### config.mk
export PLATFORM = sky130hd
export DESIGN_NAME = async_fifo_wr_arb
export DESIGN_NICKNAME = d
export VERILOG_FILES = /design/src/rtl/async_fifo_wr_arb.sv
export SDC_FILE = /design/constraint.sdc
export NUM_CORES = 1
export LEC_CHECK = 0
export ABC_AREA = 1
export CAP_MARGIN = 5
export CORE_MARGIN = 8
export CORE_UTILIZATION = 35
export DETAILED_ROUTE_END_ITERATION = 16
export HOLD_SLACK_MARGIN = 0.05
export PLACE_DENSITY = 0.78
export SYNTH_ARGS = -nofsm -noshare
export SYNTH_HDL_FRONTEND = slang
export SYNTH_SLANG_ARGS = --single-unit
### constraint.sdc
create_clock -name wr_clk -period 1.7 [get_ports wr_clk]
set_input_delay 0.17 -clock wr_clk [delete_from_list [all_inputs] [get_ports wr_clk]]
set_output_delay 0.17 -clock wr_clk [all_outputs]
set_load 0.05 [all_outputs]
### src/rtl/async_fifo_wr_arb.sv
// async_fifo_wr_arb: shares one async-FIFO write port among NREQ requesters.
// A winner gets an atomic burst of (len+1) words. Writes stall on fifo_full,
// and there is one idle cycle between bursts.
// Optional: define ASYNC_FIFO_ARB_FIXED_PRIO_EN for lowest-index-wins
// arbitration. The default build uses round robin.

// Per-requester slice: masks valid/data with this lane's grant bit.
module async_fifo_wr_arb_lane #(
  parameter int W = 8
) (
  input  logic         i_gnt,
  input  logic         i_vld,
  input  logic [W-1:0] i_data,
  output logic         o_vld,
  output logic [W-1:0] o_data
);
  assign o_vld  = i_gnt & i_vld;
  assign o_data = i_data & {W{i_gnt}};
endmodule

module async_fifo_wr_arb #(
  parameter int NREQ = 4,
  parameter int W    = 8,
  parameter int LW   = 4
) (
  input  logic                 wr_clk,
  input  logic                 wr_reset_n,
  input  logic [NREQ-1:0]      req_vld,
  input  logic [NREQ*W-1:0]    req_data,
  input  logic [NREQ*LW-1:0]   req_len,
  output logic [NREQ-1:0]      req_ack,
  output logic [NREQ-1:0]      grant,
  input  logic                 fifo_full,
  output logic                 fifo_wr_en,
  output logic [W-1:0]         fifo_wr_data,
  output logic                 busy
);
  localparam int PW = (NREQ > 1) ? $clog2(NREQ) : 1;

  typedef enum logic {S_IDLE = 1'b0, S_XFER = 1'b1} state_t;

  state_t                    r_state, w_state_nxt;
  logic [NREQ-1:0]           r_grant, w_grant_nxt;
  logic [LW-1:0]             r_beat_cnt, w_beat_nxt;
`ifndef ASYNC_FIFO_ARB_FIXED_PRIO_EN
  logic [PW-1:0]             r_last_ptr, w_last_nxt;
  logic [PW-1:0]             w_owner;
`endif
  logic [NREQ-1:0]           w_lane_vld;
  logic [NREQ-1:0][W-1:0]    w_lane_data;
  logic                      w_sel_vld;
  logic [W-1:0]              w_sel_data;
  logic                      w_wr;
  logic                      w_found;
  logic [PW-1:0]             w_win, w_idx;
  logic [LW-1:0]             w_len;

  // One masking slice per requester; the OR of the slices is the data mux.
  for (genvar g = 0; g < NREQ; g++) begin : g_lane
    async_fifo_wr_arb_lane #(.W(W)) u_lane (
      .i_gnt  (r_grant[g]),
      .i_vld  (req_vld[g]),
      .i_data (req_data[g*W +: W]),
      .o_vld  (w_lane_vld[g]),
      .o_data (w_lane_data[g])
    );
  end

  // OR-reduce the masked lanes; grant is one-hot or zero so this is a mux.
  always_comb begin
    w_sel_data = '0;
    for (int i = 0; i < NREQ; i++) w_sel_data = w_sel_data | w_lane_data[i];
    w_sel_vld = |w_lane_vld;
  end

  assign w_wr = (r_state == S_XFER) & w_sel_vld & ~fifo_full;

  // Winner select for the IDLE cycle.
  always_comb begin
    w_found = 1'b0;
    w_win   = '0;
    w_idx   = '0;
`ifdef ASYNC_FIFO_ARB_FIXED_PRIO_EN
    for (int k = 0; k < NREQ; k++) begin
      w_idx = PW'(k);
      if (!w_found && req_vld[w_idx]) begin
        w_found = 1'b1;
        w_win   = w_idx;
      end
    end
`else
    for (int k = 1; k <= NREQ; k++) begin
      w_idx = PW'((int'(r_last_ptr) + k) % NREQ);
      if (!w_found && req_vld[w_idx]) begin
        w_found = 1'b1;
        w_win   = w_idx;
      end
    end
`endif
    w_len = req_len[w_win*LW +: LW];
  end

`ifndef ASYNC_FIFO_ARB_FIXED_PRIO_EN
  // Encode the current owner so it can become last_ptr at burst end.
  always_comb begin
    w_owner = '0;
    for (int i = 0; i < NREQ; i++) if (r_grant[i]) w_owner = PW'(i);
  end
`endif

  // Next-state logic: grant in IDLE, count beats and release in XFER.
  always_comb begin
    w_state_nxt = r_state;
    w_grant_nxt = r_grant;
    w_beat_nxt  = r_beat_cnt;
`ifndef ASYNC_FIFO_ARB_FIXED_PRIO_EN
    w_last_nxt  = r_last_ptr;
`endif
    case (r_state)
      S_IDLE: begin
        if (w_found) begin
          w_state_nxt = S_XFER;
          w_grant_nxt = NREQ'(1) << w_win;
          w_beat_nxt  = w_len;
        end
      end
      S_XFER: begin
        if (w_wr) begin
          if (r_beat_cnt == '0) begin
            w_state_nxt = S_IDLE;
            w_grant_nxt = '0;
`ifndef ASYNC_FIFO_ARB_FIXED_PRIO_EN
            w_last_nxt  = w_owner;
`endif
          end else begin
            w_beat_nxt = r_beat_cnt - LW'(1);
          end
        end
      end
      default: begin
        w_state_nxt = S_IDLE;
        w_grant_nxt = '0;
      end
    endcase
  end

  // State register; reset drops any burst in flight.
  always_ff @(posedge wr_clk) begin
    if (!wr_reset_n) begin
      r_state    <= S_IDLE;
      r_grant    <= '0;
      r_beat_cnt <= '0;
`ifndef ASYNC_FIFO_ARB_FIXED_PRIO_EN
      r_last_ptr <= PW'(NREQ - 1);
`endif
    end else begin
      r_state    <= w_state_nxt;
      r_grant    <= w_grant_nxt;
      r_beat_cnt <= w_beat_nxt;
`ifndef ASYNC_FIFO_ARB_FIXED_PRIO_EN
      r_last_ptr <= w_last_nxt;
`endif
    end
  end

  assign fifo_wr_en   = w_wr;
  assign fifo_wr_data = w_sel_data;
  assign req_ack      = r_grant & {NREQ{w_wr}};
  assign grant        = r_grant;
  assign busy         = (r_state == S_XFER);
endmodule

Word-level counts from Yosys, hierarchy flattened:

Cells that the tools add are included.

* flip-flop bits (word level): 11
* input bits: 55
* output and inout bits: 18
* word-level logic and storage cells: 77

* add/sub/neg operators: 5
* $lt $le $gt $ge: 4
* equal/unequal tests: 4
* shift-type cells: 2
* mux-type cells: 31
* bitwise gates (word level): 16
* reductions and logical operators: 11

Operators by type and width (count)
* 8-bit AND: 4
* 4-bit 2-to-1 mux: 6
* 8-bit OR: 3
* 4-bit one-hot mux with 2 select lines: 2
* 16-bit by 5-bit variable part select with 4-bit output: 1
* 2-bit by 3-bit < comparator with 1-bit output, second input constant: 4
* 1-bit 2-to-1 mux: 12
* 2-bit 2-to-1 mux: 6
* 3-bit AND reduction: 3
* 1-bit binary-select mux with 2-bit select: 4
* 1-bit AND: 6
* 2-bit by 1-bit adder with 2-bit output, second input constant: 2
* 2-bit adder, second input constant: 2
* 4-bit AND: 1
* 4-bit logical NOT: 1
* 2-bit by 1-bit != test with 1-bit output, second input constant: 2
* 2-bit != test, second input constant: 2
* 4-bit OR reduction: 1
* 1-bit by 2-bit left shift with 4-bit output, first input constant: 1
* 4-bit by 1-bit subtractor with 4-bit output, second input constant: 1
* 1-bit logical AND: 3
* 1-bit logical NOT: 3
* 1-bit inverter: 2
* 1-bit one-hot mux with 2 select lines: 1

Logic depth before layout (Yosys ltp):

* word-level depth: 16
* gate-level depth with buffers: 17
* mapped depth without buffers: 15

Cells and area by module:

From an unflattened synthesis, not the netlist that was laid out.

* cells, all modules: 258
* area, all modules: 1390.1 um^2

By module, submodules not included
* async_fifo_wr_arb: instances 1, cells each 182, area each 1074.8 um^2, seq. area each 220.2 um^2
* async_fifo_wr_arb_lane: instances 4, cells each 19, area each 78.8 um^2, seq. area each 0.0 um^2

Least setup slack after synthesis:

Ideal clock, no wire load.

* path kind: reg-to-output
* start point: register r_state, in the netlist busy
* end point: output port req_ack[0]
* data arrival time: 2557 ps
* required time: 1530 ps
* slack: -1027 ps
* stages on the path, launching flop included: 5
* buffers on the path: 0
* cells stage by stage: dfxtp_1 -> clkinv_1 -> nor3_4 -> inv_1 -> nor2_1

* word-level cells in the longest chain between the ends: 3

Ends and longest elaborated chain
* from (decl): line 42 `state_t r_state, w_state_nxt;`
* from (signal assigned): line 157 `r_state <= w_state_nxt;`
* 1-bit AND (2 in a row): line 76 `assign w_wr = (r_state == S_XFER) & w_sel_vld & ~fifo_full;`
* via fifo_wr_en: line 34 `output logic fifo_wr_en,`
* 4-bit AND: line 168 `assign req_ack = r_grant & {NREQ{w_wr}};`
* to (decl): line 31 `output logic [NREQ-1:0] req_ack,`

The timed path passes the listed nets, and every way through them passes these cells.

Final worst setup path:

* start point: register r_last_ptr[0]
* end point: register r_beat_cnt[2]

* word-level cells in the longest chain between the ends: 16
* elaborated cells between the ends (all ways): 31
* classes of those cells: add/sub: 4; eq/ne: 1; shift: 1; mux: 18; reduce/logical: 7

Ends and longest elaborated chain
* from (decl): line 46 `logic [PW-1:0] r_last_ptr, w_last_nxt;`
* from (signal assigned): line 154 `r_last_ptr <= PW'(NREQ - 1);`
* from (signal assigned): line 161 `r_last_ptr <= w_last_nxt;`
* 2-bit by 1-bit adder with 2-bit output: line 93 `w_idx = PW'((int'(r_last_ptr) + k) % NREQ);`
* 1-bit binary-select mux with 2-bit select: line 94 `if (!w_found && req_vld[w_idx]) begin`
* 1-bit 2-to-1 mux (not written as such): line 94
* 1-bit 2-to-1 mux: line 94
* 1-bit logical NOT: line 94
* 1-bit logical AND: line 94
* 1-bit 2-to-1 mux: line 94
* 1-bit logical NOT: line 94
* 1-bit logical AND: line 94
* 1-bit 2-to-1 mux: line 94
* 1-bit logical NOT: line 94
* 1-bit logical AND: line 94
* 2-bit 2-to-1 mux: line 94
* 16-bit by 5-bit variable part select with 4-bit output: line 100 `w_len = req_len[w_win*LW +: LW];`
* 4-bit 2-to-1 mux: line 121 `if (w_found) begin`
* 4-bit one-hot mux with 2 select lines: line 119 `case (r_state)`
* to (signal assigned): line 159 `r_beat_cnt <= w_beat_nxt;`
* to (decl): line 44 `logic [LW-1:0] r_beat_cnt, w_beat_nxt;`

Several ways; a longest one is shown, not always the timed one. The select of a mux whose other input is x is not followed.
A chain may end at the register's enable or synchronous reset.

==> metrics.yaml <==
setup_ws_ps: -36.3
cts_tree: "built"
drtIter0Drc: 45
min_to: "r_beat_cnt[1]"
io-pin-count: 73
violations: "setup timing"
synth_cell_type_count: 30
die_w_um: 76.5
yosysMostFrequentCell: "nand2_1"
fin_crit_ps: 1740
finalCritPeriodShare_pct: 102
grt_setup_unrepaired: "true"
avgSynthCellArea_um2: 5.74
path_clk_slew_ps: 70
cts_root_buffer: "clkbuf_4"
post-route-util_pct: 70.2
synth-seq-cells: 11
maxSlewViolCount: 0
yosysTopAreaCellShare_pct: 28.2
drt_wl_total_um: 4680
timing.rr.end: "r_beat_cnt[2]"
grt_overflow: 0
max_freq_mhz: 576
num_vias: 1766
final_cells: 360
worstMarginPinSlew_ps: 352
drt_pass1_iterations: 5
num-fill-cells: 295
numCtsBuffers: 3
synth_flop_cell: "dfxtp_1"
rows: 22
drt_drc_violations_left: 0
dieArea_um2: 5850
cts_buffer_depth: 2
drive_above_1_share_pct: 33.7
synth_common_cells: "96 x nand2_1, 16 x nand4_1, 15 x inv_1"
cts.htree.levels: 1
start_kind: "flip-flop"
yosys-top-cells-area: "nand2_1 28%, dfxtp_1 17%, nand4_1 7.8%"
drtAntennaViolNets: 0
track_usage_pct: 15.2
netlist_instances: 223
power_density_nw_per_um2: 616
ctsHoldBuffers: 0
place.gp.congestion: 0.872
setup_violations: 4
cp.required_ps: 1870
yosysSeqAreaShare_pct: 17.2
clkLatencyLatePin_ps: 280
syn_area_um2: 1280
finClkSkew_ps: 6.48
yosysWarnings: 0
core-area_um2: 3580
cts_sinks: 11
rr_worst_depth: 14
maxCapViolCount: 0
synth-edff-count: 0
place_ws_ps: -229
synthArstFlopShare_pct: 0
placed_cells: 354
hold_class: "flip-flop to flip-flop"
synth_top_area_cell: "nand2_1"
reg2reg_slack_ps: -40
dp_hpwl_um: 3850
grt_first_pass_wirelength_um: 7600
fin_hold_ws_ps: 563
relSlewSlack_pct: 76.5
nNetsFinal: 369
start_util_pct: 35.8
end_kind: "flip-flop"
io_buffers: 72
vias_per_cell: 4.91
min_from: "r_beat_cnt[1]"
ir_drop_v: 0.000425
path_class: "flip-flop to flip-flop"
diodes: 0
synth.net_count: 279
reg2reg_from: "r_last_ptr[0]"
grt_max_degree: 13
crit_fanout: 10
areaGrowthSynthToFinish_pct: 96.4
antenna_found_initial: 0
holdPathStages: 2
fin_tns_setup_ps: -103
die_height_um: 76.5
routedWlPerCell_um: 13.0
status: "finished, violations left"
leakagePower_nw: 1.10
hold_viol_final: 0
arrival_ps: 1910
grt_pass1_vias: 1641
-- worst max-delay path by stage --
stage / cells after the start / start / slack, ps / to
after floorplan: 7 / grant[0] / -170 / req_ack[0]
after global placement: 13 / req_vld[1] / -210 / r_beat_cnt[1]
after detailed placement: 13 / req_vld[0] / -230 / r_beat_cnt[3]
after CTS: 7 / grant[0] / -20 / req_ack[1]
after global routing: 14 / r_last_ptr[0] / -150 / r_beat_cnt[3]
final: 14 / r_last_ptr[0] / -40 / r_beat_cnt[2]
-- logic make-up after synthesis --
| logic type | after synthesis | share of synthesized area, % |
|---|---|---|
| fa+ha+maj | 1 | 0.977 |
| xor+xnor | 1 | 0.684 |
| buf+inv | 32 | 12.3 |
| flops | 11 | 17.2 |
| compound gates | 26 | 11.6 |
| simple gates | 152 | 57.2 |
-- layer usage --
layer  track usage (%)  wire length (um)  up-vias
met1              17.3              1810      821
met5                 0                 0        -
li1                  -                 -      901
met3              3.30               200        6
met2              28.0              2610       38
met4              3.46                56        0
-- final cells by class --
type | instances | area (um2) | area share [%]
multi-input combinational | 180 | 1050 | 41.9
timing repair buffer | 95 | 1050 | 41.6
sequential | 11 | 229 | 9.11
inverter | 22 | 100 | 3.98
tap | 48 | 60.1 | 2.39
clock buffer | 4 | 26.3 | 1.05
-- worst max-delay path: stages (launching register included) --
cell and delay (ps):
dfxtp_2 340, buf_12 130, inv_8 50, nand2_1 60
nand2_2 70, nand2_2 90, nand2_4 80, nor2_8 100
nand3_4 120, nand2_4 90, inv_4 50, a21oi_4 170
inv_2 90, o21ai_1 130, a21oi_1 50
-- layout by cell type (no fill, tap or decap), types with 5 or more instances in the layout --
master / netlist / final
nor2_4: 0 / 7
a21oi_1: 11 / 6
nand2_2: 9 / 12
buf_4: 4 / 22
dfxtp_1: 11 / 6
inv_2: 5 / 8
buf_12: 0 / 15
clkdlybuf4s50_1: 0 / 50
inv_1: 15 / 9
nand3_1: 9 / 7
a21oi_2: 0 / 5
nand4_1: 16 / 16
nand2_1: 96 / 91
-- sequential cells by signal, indices dropped and copies added, names as in the netlist --
name,cells
r_last_ptr,2
busy,1
grant,4
r_beat_cnt,4
-- metrics by stage --
| step | power, W | instance area, um2 |
|---|---|---|
| 6_report | 0.00155 | 2510 |
| 5_1_grt | 0.00164 | 2510 |
| 4_1_cts | 0.00151 | 2420 |
| 3_5_place_dp | 0.00130 | 2350 |
| 3_3_place_gp | 0.00129 | 2350 |
| 2_1_floorplan | 0.000885 | 1350 |
-- power breakdown --
part / total, W / internal (W) / switching [W] / leakage [nW]
Sequential: 0.000323 / 0.000290 / 0.0000328 / 0.0918
Clock: 0.000182 / 0.0000910 / 0.0000911 / 0.0150
Combinational: 0.00104 / 0.000475 / 0.000570 / 0.998
-- repair_timing --
item                                   in CTS  in global routing
gates resized for setup                    19                 22
cloned                                      0                  0
pin swaps                                   8                  5
setup endpoints to repair                  13                 12
endpoints found under the hold margin       0                  0
buffers inserted                            1                  1
(Power assumes the default switching activity.)
